<file path="config.mk">
export PLATFORM = sky130hd
export DESIGN_NAME = pipeline_hazard_controller
export DESIGN_NICKNAME = d
export VERILOG_FILES = /design/src/rtl/pipeline_hazard_controller.sv
export SDC_FILE = /design/constraint.sdc
export NUM_CORES = 1
export LEC_CHECK = 0
export ABC_AREA = 1
export CORE_ASPECT_RATIO = 0.75
export CORE_MARGIN = 10
export CORE_UTILIZATION = 42
export CTS_CLUSTER_DIAMETER = 120
export DETAILED_ROUTE_END_ITERATION = 8
export DONT_BUFFER_PORTS = 1
export MAX_ROUTING_LAYER = met4
export PLACE_DENSITY = 0.57
export SLEW_MARGIN = 20
export SYNTH_ARGS = -nofsm -noshare
export SYNTH_HDL_FRONTEND = slang
export SYNTH_SLANG_ARGS = --single-unit
</file>
<file path="constraint.sdc">
create_clock -name clk -period 4.2 [get_ports clk]
set_clock_uncertainty 0.05 [all_clocks]
set_input_delay 0.63 -clock clk [delete_from_list [all_inputs] [get_ports clk]]
set_output_delay 0.63 -clock clk [all_outputs]
set_load 0.02 [all_outputs]
</file>
<file path="src/rtl/pipeline_hazard_controller.sv">
// Stall/flush/bubble generator for the 5-stage pipeline registers: load-use, EX redirect,
// dmem/imem wait handling with a timeout watchdog. Optional perf counters under HAZARD_PERF_EN.
module pipeline_hazard_controller #(
  parameter int TIMEOUT         = 64,
  parameter int CNT_W           = 8,
  parameter bit REDIRECT_SHADOW = 1'b1
) (
  input  logic             clk,
  input  logic             reset,
  input  logic [4:0]       ID_Rs1,
  input  logic [4:0]       ID_Rs2,
  input  logic             ID_UsesRs1,
  input  logic             ID_UsesRs2,
  input  logic [4:0]       EX_Rd,
  input  logic             EX_MemRead,
  input  logic             EX_Redirect,
  input  logic             MEM_MemRead,
  input  logic             MEM_MemWrite,
  input  logic             dmem_ready,
  input  logic             imem_ready,
  output logic             pc_stall,
  output logic             if_id_stall,
  output logic             if_id_flush,
  output logic             id_ex_stall,
  output logic             id_ex_flush,
  output logic             ex_mem_stall,
  output logic             mem_wb_flush,
  output logic             mem_fault,
  output logic [CNT_W-1:0] wait_count,
  output logic             dbg_wait_o
`ifdef HAZARD_PERF_EN
  ,
  output logic [31:0]      perf_stall_cycles,
  output logic [31:0]      perf_flush_events,
  output logic [31:0]      perf_timeouts
`endif
);

  typedef enum logic {
    S_RUN  = 1'b0,
    S_WAIT = 1'b1
  } state_e;

  localparam logic [CNT_W-1:0] TIMEOUT_C = CNT_W'(TIMEOUT);

  state_e           state_q, state_d;
  logic [CNT_W-1:0] wait_count_q, wait_count_d;
  logic             fault_q, fault_d;
  logic             shadow_q, shadow_d;

  logic mem_access;
  logic load_use;
  logic redir;
  logic at_timeout;
  logic freeze;
  logic timeout_release;

  assign mem_access = MEM_MemRead | MEM_MemWrite;
  assign load_use   = EX_MemRead && (EX_Rd != 5'd0) &&
                      ((ID_UsesRs1 && (ID_Rs1 == EX_Rd)) ||
                       (ID_UsesRs2 && (ID_Rs2 == EX_Rd)));
  assign redir      = EX_Redirect | shadow_q;

  // The watchdog lets the stuck access retire on the cycle the count reaches TIMEOUT.
  assign at_timeout      = (state_q == S_WAIT) && (wait_count_q == TIMEOUT_C);
  assign freeze          = mem_access && !dmem_ready && !at_timeout;
  assign timeout_release = at_timeout && mem_access && !dmem_ready;

  always_comb begin
    state_d      = state_q;
    wait_count_d = '0;
    fault_d      = fault_q;
    case (state_q)
      S_RUN: begin
        if (freeze) begin
          state_d      = S_WAIT;
          wait_count_d = CNT_W'(1);
        end
      end
      S_WAIT: begin
        if (!mem_access || dmem_ready) begin
          state_d = S_RUN;
        end else if (at_timeout) begin
          state_d = S_RUN;
          fault_d = 1'b1;
        end else begin
          wait_count_d = wait_count_q + 1'b1;
        end
      end
      default: state_d = S_RUN;
    endcase
  end

  // A redirect seen while frozen is not latched: EX is held and presents it again on release.
  assign shadow_d = REDIRECT_SHADOW ? (EX_Redirect && !freeze) : 1'b0;

  always_ff @(posedge clk or posedge reset) begin
    if (reset) begin
      state_q      <= S_RUN;
      wait_count_q <= '0;
      fault_q      <= 1'b0;
      shadow_q     <= 1'b0;
    end else begin
      state_q      <= state_d;
      wait_count_q <= wait_count_d;
      fault_q      <= fault_d;
      shadow_q     <= shadow_d;
    end
  end

  always_comb begin
    pc_stall     = 1'b0;
    if_id_stall  = 1'b0;
    if_id_flush  = 1'b0;
    id_ex_stall  = 1'b0;
    id_ex_flush  = 1'b0;
    ex_mem_stall = 1'b0;
    mem_wb_flush = 1'b0;
    if (!reset) begin
      if (freeze) begin
        pc_stall     = 1'b1;
        if_id_stall  = 1'b1;
        id_ex_stall  = 1'b1;
        ex_mem_stall = 1'b1;
        mem_wb_flush = 1'b1;
      end else if (redir) begin
        if_id_flush = 1'b1;
        id_ex_flush = 1'b1;
      end else if (load_use) begin
        pc_stall    = 1'b1;
        if_id_stall = 1'b1;
        id_ex_flush = 1'b1;
      end else if (!imem_ready) begin
        pc_stall    = 1'b1;
        if_id_flush = 1'b1;
      end
    end
  end

  assign mem_fault  = fault_q;
  assign wait_count = wait_count_q;
  assign dbg_wait_o = (state_q == S_WAIT);

`ifdef HAZARD_PERF_EN
  logic        stall_any;
  logic        flush_any;
  logic [31:0] perf_stall_q, perf_flush_q, perf_to_q;

  assign stall_any = pc_stall | if_id_stall | id_ex_stall | ex_mem_stall;
  assign flush_any = if_id_flush | id_ex_flush;

  always_ff @(posedge clk or posedge reset) begin
    if (reset) begin
      perf_stall_q <= '0;
      perf_flush_q <= '0;
      perf_to_q    <= '0;
    end else begin
      if (stall_any)       perf_stall_q <= perf_stall_q + 32'd1;
      if (flush_any)       perf_flush_q <= perf_flush_q + 32'd1;
      if (timeout_release) perf_to_q    <= perf_to_q + 32'd1;
    end
  end

  assign perf_stall_cycles = perf_stall_q;
  assign perf_flush_events = perf_flush_q;
  assign perf_timeouts     = perf_to_q;
`else
  logic unused_release;
  assign unused_release = timeout_release;
`endif

  a_if_id_excl: assert property (@(posedge clk) disable iff (reset) !(if_id_stall && if_id_flush));
  a_id_ex_excl: assert property (@(posedge clk) disable iff (reset) !(id_ex_stall && id_ex_flush));

endmodule

</file>
Word level (Yosys, flattened, before mapping)
Index checks and enable logic that the tools add are counted.
{"block": "totals", "regBits": 11, "ram_bits": 0, "latchBits": 0, "in_bits": 25, "rom_bits": 0, "memories": 0, "elab_cells": 53}
{"block": "op_classes", "eq_ne": 3, "shifts": 0, "mux": 25, "div": 0, "n_reduce_logical": 16, "n_lt_le_gt_ge": 0, "n_bitwise": 4, "mul": 0, "n_addsub": 1}
{"op": "1-bit 2-to-1 mux", "count": 21}
{"op": "8-bit 2-to-1 mux", "count": 2}
{"op": "8-bit case mux with 2 select lines", "count": 1}
{"op": "5-bit equality test", "count": 2}
{"op": "8-bit by 1-bit adder with 8-bit output, second input constant", "count": 1}
{"op": "8-bit by 7-bit equality test with 1-bit output, second input constant", "count": 1}
{"op": "1-bit logical AND", "count": 8}
{"op": "5-bit nonzero test", "count": 1}
{"op": "1-bit zero test", "count": 4}
{"op": "3-bit AND reduction", "count": 1}
{"op": "1-bit logical OR", "count": 2}
{"op": "1-bit NOT", "count": 2}
{"op": "1-bit OR", "count": 2}
{"op": "1-bit case mux with 2 select lines", "count": 1}

Depth between registers and ports, before layout
{"block": "depth", "depth_word": 8, "depth_mapped": 10}

Least setup slack after synthesis
No wires, ideal clock.
{"block": "synth_timing", "path_kind": "reg2out", "startpoint": "register wait_count_q[0], in the netlist wait_count[0]", "endpoint": "output id_ex_stall", "required_ns": 3.520, "stages_incl_launch_ff": 11, "setup_slack_ns": 1.977, "arrival_time_ns": 1.543, "path_cell_list": "dfrtp_1 > inv_1 > ha_1 > nand2_1 > nor3_1 > nand2_1 > nand2_2 > inv_2 > nand2_1 > inv_1 > buf_4"}
{"block": "synth_between", "elab_chain_cells": 6}
{"item": "start: declaration", "line_no": "47", "rtl": "logic [CNT_W-1:0] wait_count_q, wait_count_d;"}
{"item": "start signal: assignment", "line_no": "105", "rtl": "wait_count_q <= wait_count_d;"}
{"item": "8-bit by 7-bit equality test with 1-bit output", "line_no": "65", "rtl": "assign at_timeout = (state_q == S_WAIT) && (wait_count_q == TIMEOUT_C);"}
{"item": "1-bit logical AND", "line_no": "65"}
{"item": "1-bit zero test", "line_no": "66", "rtl": "assign freeze = mem_access && !dmem_ready && !at_timeout;"}
{"item": "1-bit logical AND", "line_no": "66"}
{"item": "1-bit 2-to-1 mux (2 in a row)"}
{"item": "end: declaration", "line_no": "24", "rtl": "output logic id_ex_stall,"}
No other way between the ends.

Worst setup path after layout
{"block": "layout_timing", "startpoint": "register wait_count_q[0], in the netlist wait_count[0]", "endpoint": "output id_ex_flush"}
{"block": "layout_between", "elab_chain_cells": 6}
{"item": "8-bit by 7-bit equality test with 1-bit output", "line_no": "65"}
{"item": "1-bit logical AND", "line_no": "65"}
{"item": "1-bit zero test", "line_no": "66"}
{"item": "1-bit logical AND", "line_no": "66"}
{"item": "1-bit 2-to-1 mux", "line_no": "120", "rtl": "if (freeze) begin"}
{"item": "1-bit 2-to-1 mux", "line_no": "119", "rtl": "if (!reset) begin"}
{"item": "end: declaration", "line_no": "25", "rtl": "output logic id_ex_flush,"}
No other way between the ends.

==> results summary <==
The number of global-route vias before repair is ~710. The post-synthesis to final-layout area growth came out at 4.82%. 42 I/O pins were placed. CTS saw 11 sinks. The startpoint kind of the worst setup timing path is a flip-flop. In the final timing run, aggregate negative setup slack is 0 ps. The buffer depth of the longest clock path came out at 2. The clock period minus final worst setup slack is 2680 ps. The deepest level of the CTS H-tree came out at 1. The final-stage net count came out at approximately 170. The critical path is of the reg2out type. The total power per unit cell area is roughly 250 nW/um^2.

The number of max-cap violations is 0. Summed over all layers, the global routing overflow is 0. For this run, the share of the core covered by cells in the final layout is 0.454. The logic depth of the worst path, buffers included is 8. The pin count of the biggest net entering global routing came out at 16. The switching power summed over all nets came out at between 60 and 70 uW.

The delay of the slowest critical-path stage is 510 ps. For this run, the leading register cell type out of synthesis is sky130_fd_sc_hd__dfrtp_1. After legalization and detailed placement, the total HPWL measured ~1800 um.

The number of buffers inserted during clock tree synthesis is 3. Setup repair after global routing left no endpoint under its margin. The tightest min-delay check is of the in2async type. In the finished design, the share of the clock period the worst path needs comes to 0.639. The number of diodes came out at 0. The share of total power dissipated in combinational logic is 0.175. The routed via count divided by cell count is between 4 and 5. The slew at the pin closest to its max-slew limit is between 500 and 600 ps. The number of I/O port buffers is 0. Synthesis produced about 140 cells. Yosys printed 0 warnings.

The sequential power share is 0.510. The die footprint is 4270 sq um. Counting both buffers and inverters, the worst setup path holds a total of 1. The later pin in the worst-skew pair is clocked with a latency of 260 ps. Counting flops and latches in the post-synthesis netlist gives 11. TritonCTS built the clock tree.

The global-route usage over all layers came out at 0.103. The total number of placement rows came out at 14. Of the post-synthesis cell area, the dominant cell type holds 0.321. The share of total power dissipated in the clock network is 0.315.

The count of unique library cells instantiated by Yosys is 19. The internal power is approximately 160 uW. The number of gates given a new drive strength after cts came out at 0. Summing every instance area after synthesis gives 857 sq um. The clock tree root buffer cell is sky130_fd_sc_hd__clkbuf_4. The leakage component of the power came out at just over 0.5 nW. The fraction of final layout cells with drive strength greater than 1 came out at 0.106.

The final max-slew violation count is 0. The overall power came out at about 220 uW. The flow ran to the end, and the final reports show no timing, DRC or antenna violations. Timing would allow up to between 300 and 400 MHz. The initial utilization of the core area, before any placement, comes to 0.433.

The number of violations reported at the end of detailed-routing iteration 0 is 20. The share of flip-flops with an asynchronous set or reset after synthesis came out at 1.00. The commonest cells after synthesis are sky130_fd_sc_hd__nand2_1, sky130_fd_sc_hd__inv_1, sky130_fd_sc_hd__nor2_1. The slowest stage of the critical path belongs to the cell sky130_fd_sc_hd__dfrtp_1. The register-to-register setup slack is around 2600 ps. The net switching fraction of the power came out at 0.297. The clock slew at the register clock pins of the worst setup and hold paths came out at 70 ps. The floorplan step defined a core boundary enclosing a little under 2000 sq um. For the worst flop-to-flop path, the logic depth is 9. The first global-routing pass estimated ~3300 um of wire. The number of antenna-violating nets in the routed design came out at 0.

The endpoint identified for the worst register-to-register timing path is wait_count[6]$_DFF_PP0_. The worst slew slack as a fraction of its limit came out at 0.625. The family of cells with the greatest summed delay on the critical path is simple AND/OR/NAND/NOR gates.

The leading area contributor after synthesis is sky130_fd_sc_hd__dfrtp_1. The count of final hold-check violations came out at 0. The number of enable-type register cells in the synthesized netlist is 0. The number of design rule violations left after detail routing came out at 0. After synthesis, the cell types taking the most area are sky130_fd_sc_hd__dfrtp_1, sky130_fd_sc_hd__nand2_1, sky130_fd_sc_hd__inv_1. Before antenna repair, the detailed router went through 4 iterations.

The worst setup path is captured at a primary output. The largest fanout on the critical path is 5. The worst vdd rail ir drop came out at about 0.00016 V. The detailed-route wire length per cell came out at about 13 um. The sequential share of the synthesized area is 0.321. When the netlist entered floorplanning its net count stood at 166.

The mean instance size in the synthesized netlist is 6.17 sq um. The total setup buffers inserted after CTS came out at 0. The number of antenna violations at the first check in global routing was 0. The total length of routed wires is about 2100 um. The number of buffers inserted for hold repair after clock tree synthesis is 0. The total setup violations reported at the end of the flow came out at 0. The startpoint identified for the worst register-to-register timing path is wait_count[0]$_DFF_PP0_. The die height is approximately 59 um.

Detailed routing inserted a total of approximately 760 vias. The die boundary width is roughly 72 um. The critical path goes through inv_1 -> ha_1 -> nand2_1 -> nor3_1 -> nand2_1 -> nand2_2 -> nand2_2 -> a21oi_1. The endpoint required time on the critical path is between 3000 and 4000 ps. The weighted congestion at the end of routability-driven global placement came out at about 0.74.

Yosys instantiated no cell more often than sky130_fd_sc_hd__nand2_1. For the worst setup path, the data arrival time is around 2000 ps.
worst max-delay path by stage:
stage | from | to | slack (ps)
global route | wait_count[0]$_DFF_PP0_ | ex_mem_stall | 1320
detailed placement | wait_count[0]$_DFF_PP0_ | id_ex_flush | 1780
global placement | wait_count[0]$_DFF_PP0_ | id_ex_stall | 1830
finish | wait_count[0]$_DFF_PP0_ | id_ex_flush | 1520
CTS | wait_count[0]$_DFF_PP0_ | id_ex_flush | 1480
floorplan | wait_count[0]$_DFF_PP0_ | id_ex_stall | 1980
layer usage:
layer | GRT usage | vias up | share of wire
met5 | - | - | 0
met4 | 0.0248 | 0 | 0.0048
met3 | 0.0653 | 2 | 0.11
met2 | 0.137 | 23 | 0.41
met1 | 0.124 | 322 | 0.47
li1 | - | 415 | -
power by group through the flow:
stage          combinational [mW]  clock, mW  sequential [mW]
2_1_floorplan              0.0346          0            0.115
3_3_place_gp               0.0390          0            0.115
3_5_place_dp               0.0394          0            0.115
4_1_cts                    0.0397     0.0744            0.113
5_1_grt                    0.0449     0.0814            0.114
6_report                   0.0389     0.0700            0.113
layout by cell type, fill, tap and decap left out:
cell and instances:
sky130_fd_sc_hd__a21oi_1 3, sky130_fd_sc_hd__a31o_2 1, sky130_fd_sc_hd__clkbuf_1 1, sky130_fd_sc_hd__clkbuf_4 3, sky130_fd_sc_hd__dfrtp_1 11, sky130_fd_sc_hd__ha_1 2
sky130_fd_sc_hd__inv_1 31, sky130_fd_sc_hd__inv_2 1, sky130_fd_sc_hd__nand2_1 44, sky130_fd_sc_hd__nand2_2 2, sky130_fd_sc_hd__nand2_4 1, sky130_fd_sc_hd__nand3_1 5
sky130_fd_sc_hd__nand3_2 2, sky130_fd_sc_hd__nand4_1 1, sky130_fd_sc_hd__nor2_1 20, sky130_fd_sc_hd__nor2_2 3, sky130_fd_sc_hd__nor3_1 4, sky130_fd_sc_hd__nor3_2 2
sky130_fd_sc_hd__o21ai_0 3, sky130_fd_sc_hd__xnor2_1 1
flip-flops by register name, indices dropped and copies added, names as in the netlist:
| signal | cells |
|---|---|
| shadow_q | 1 |
| wait_count | 8 |
| mem_fault | 1 |
| dbg_wait_o | 1 |
metrics by stage:
stage / std cells / cell area [sq um] / hold slack, ps / worst slack [ps]
finish: 165 / 898 / 253 / 1520
CTS: 165 / 898 / 263 / 1480
global route: 165 / 898 / 270 / 1320
global placement: 161 / 872 / 543 / 1830
floorplan: 139 / 857 / 473 / 1980
detailed placement: 161 / 872 / 550 / 1780
layout make-up:
type | count | area (sq um)
Fill cell | 225 | 1080
Tap cell | 24 | 30.0
Multi-Input combinational cell | 94 | 447
Inverter | 32 | 120
Sequential cell | 11 | 275
Clock buffer | 4 | 26.3
cells by family after synthesis:
logic type / Yosys count / synth area share
AO/OA/AOI/OAI: 7 / 0.0452
XOR/XNOR: 1 / 0.0102
adder cells (fa/ha/maj): 2 / 0.0292
buffers and inverters: 34 / 0.158
flip-flops: 11 / 0.321
AND/OR/NAND/NOR: 84 / 0.436
(Power assumes the default switching activity.)
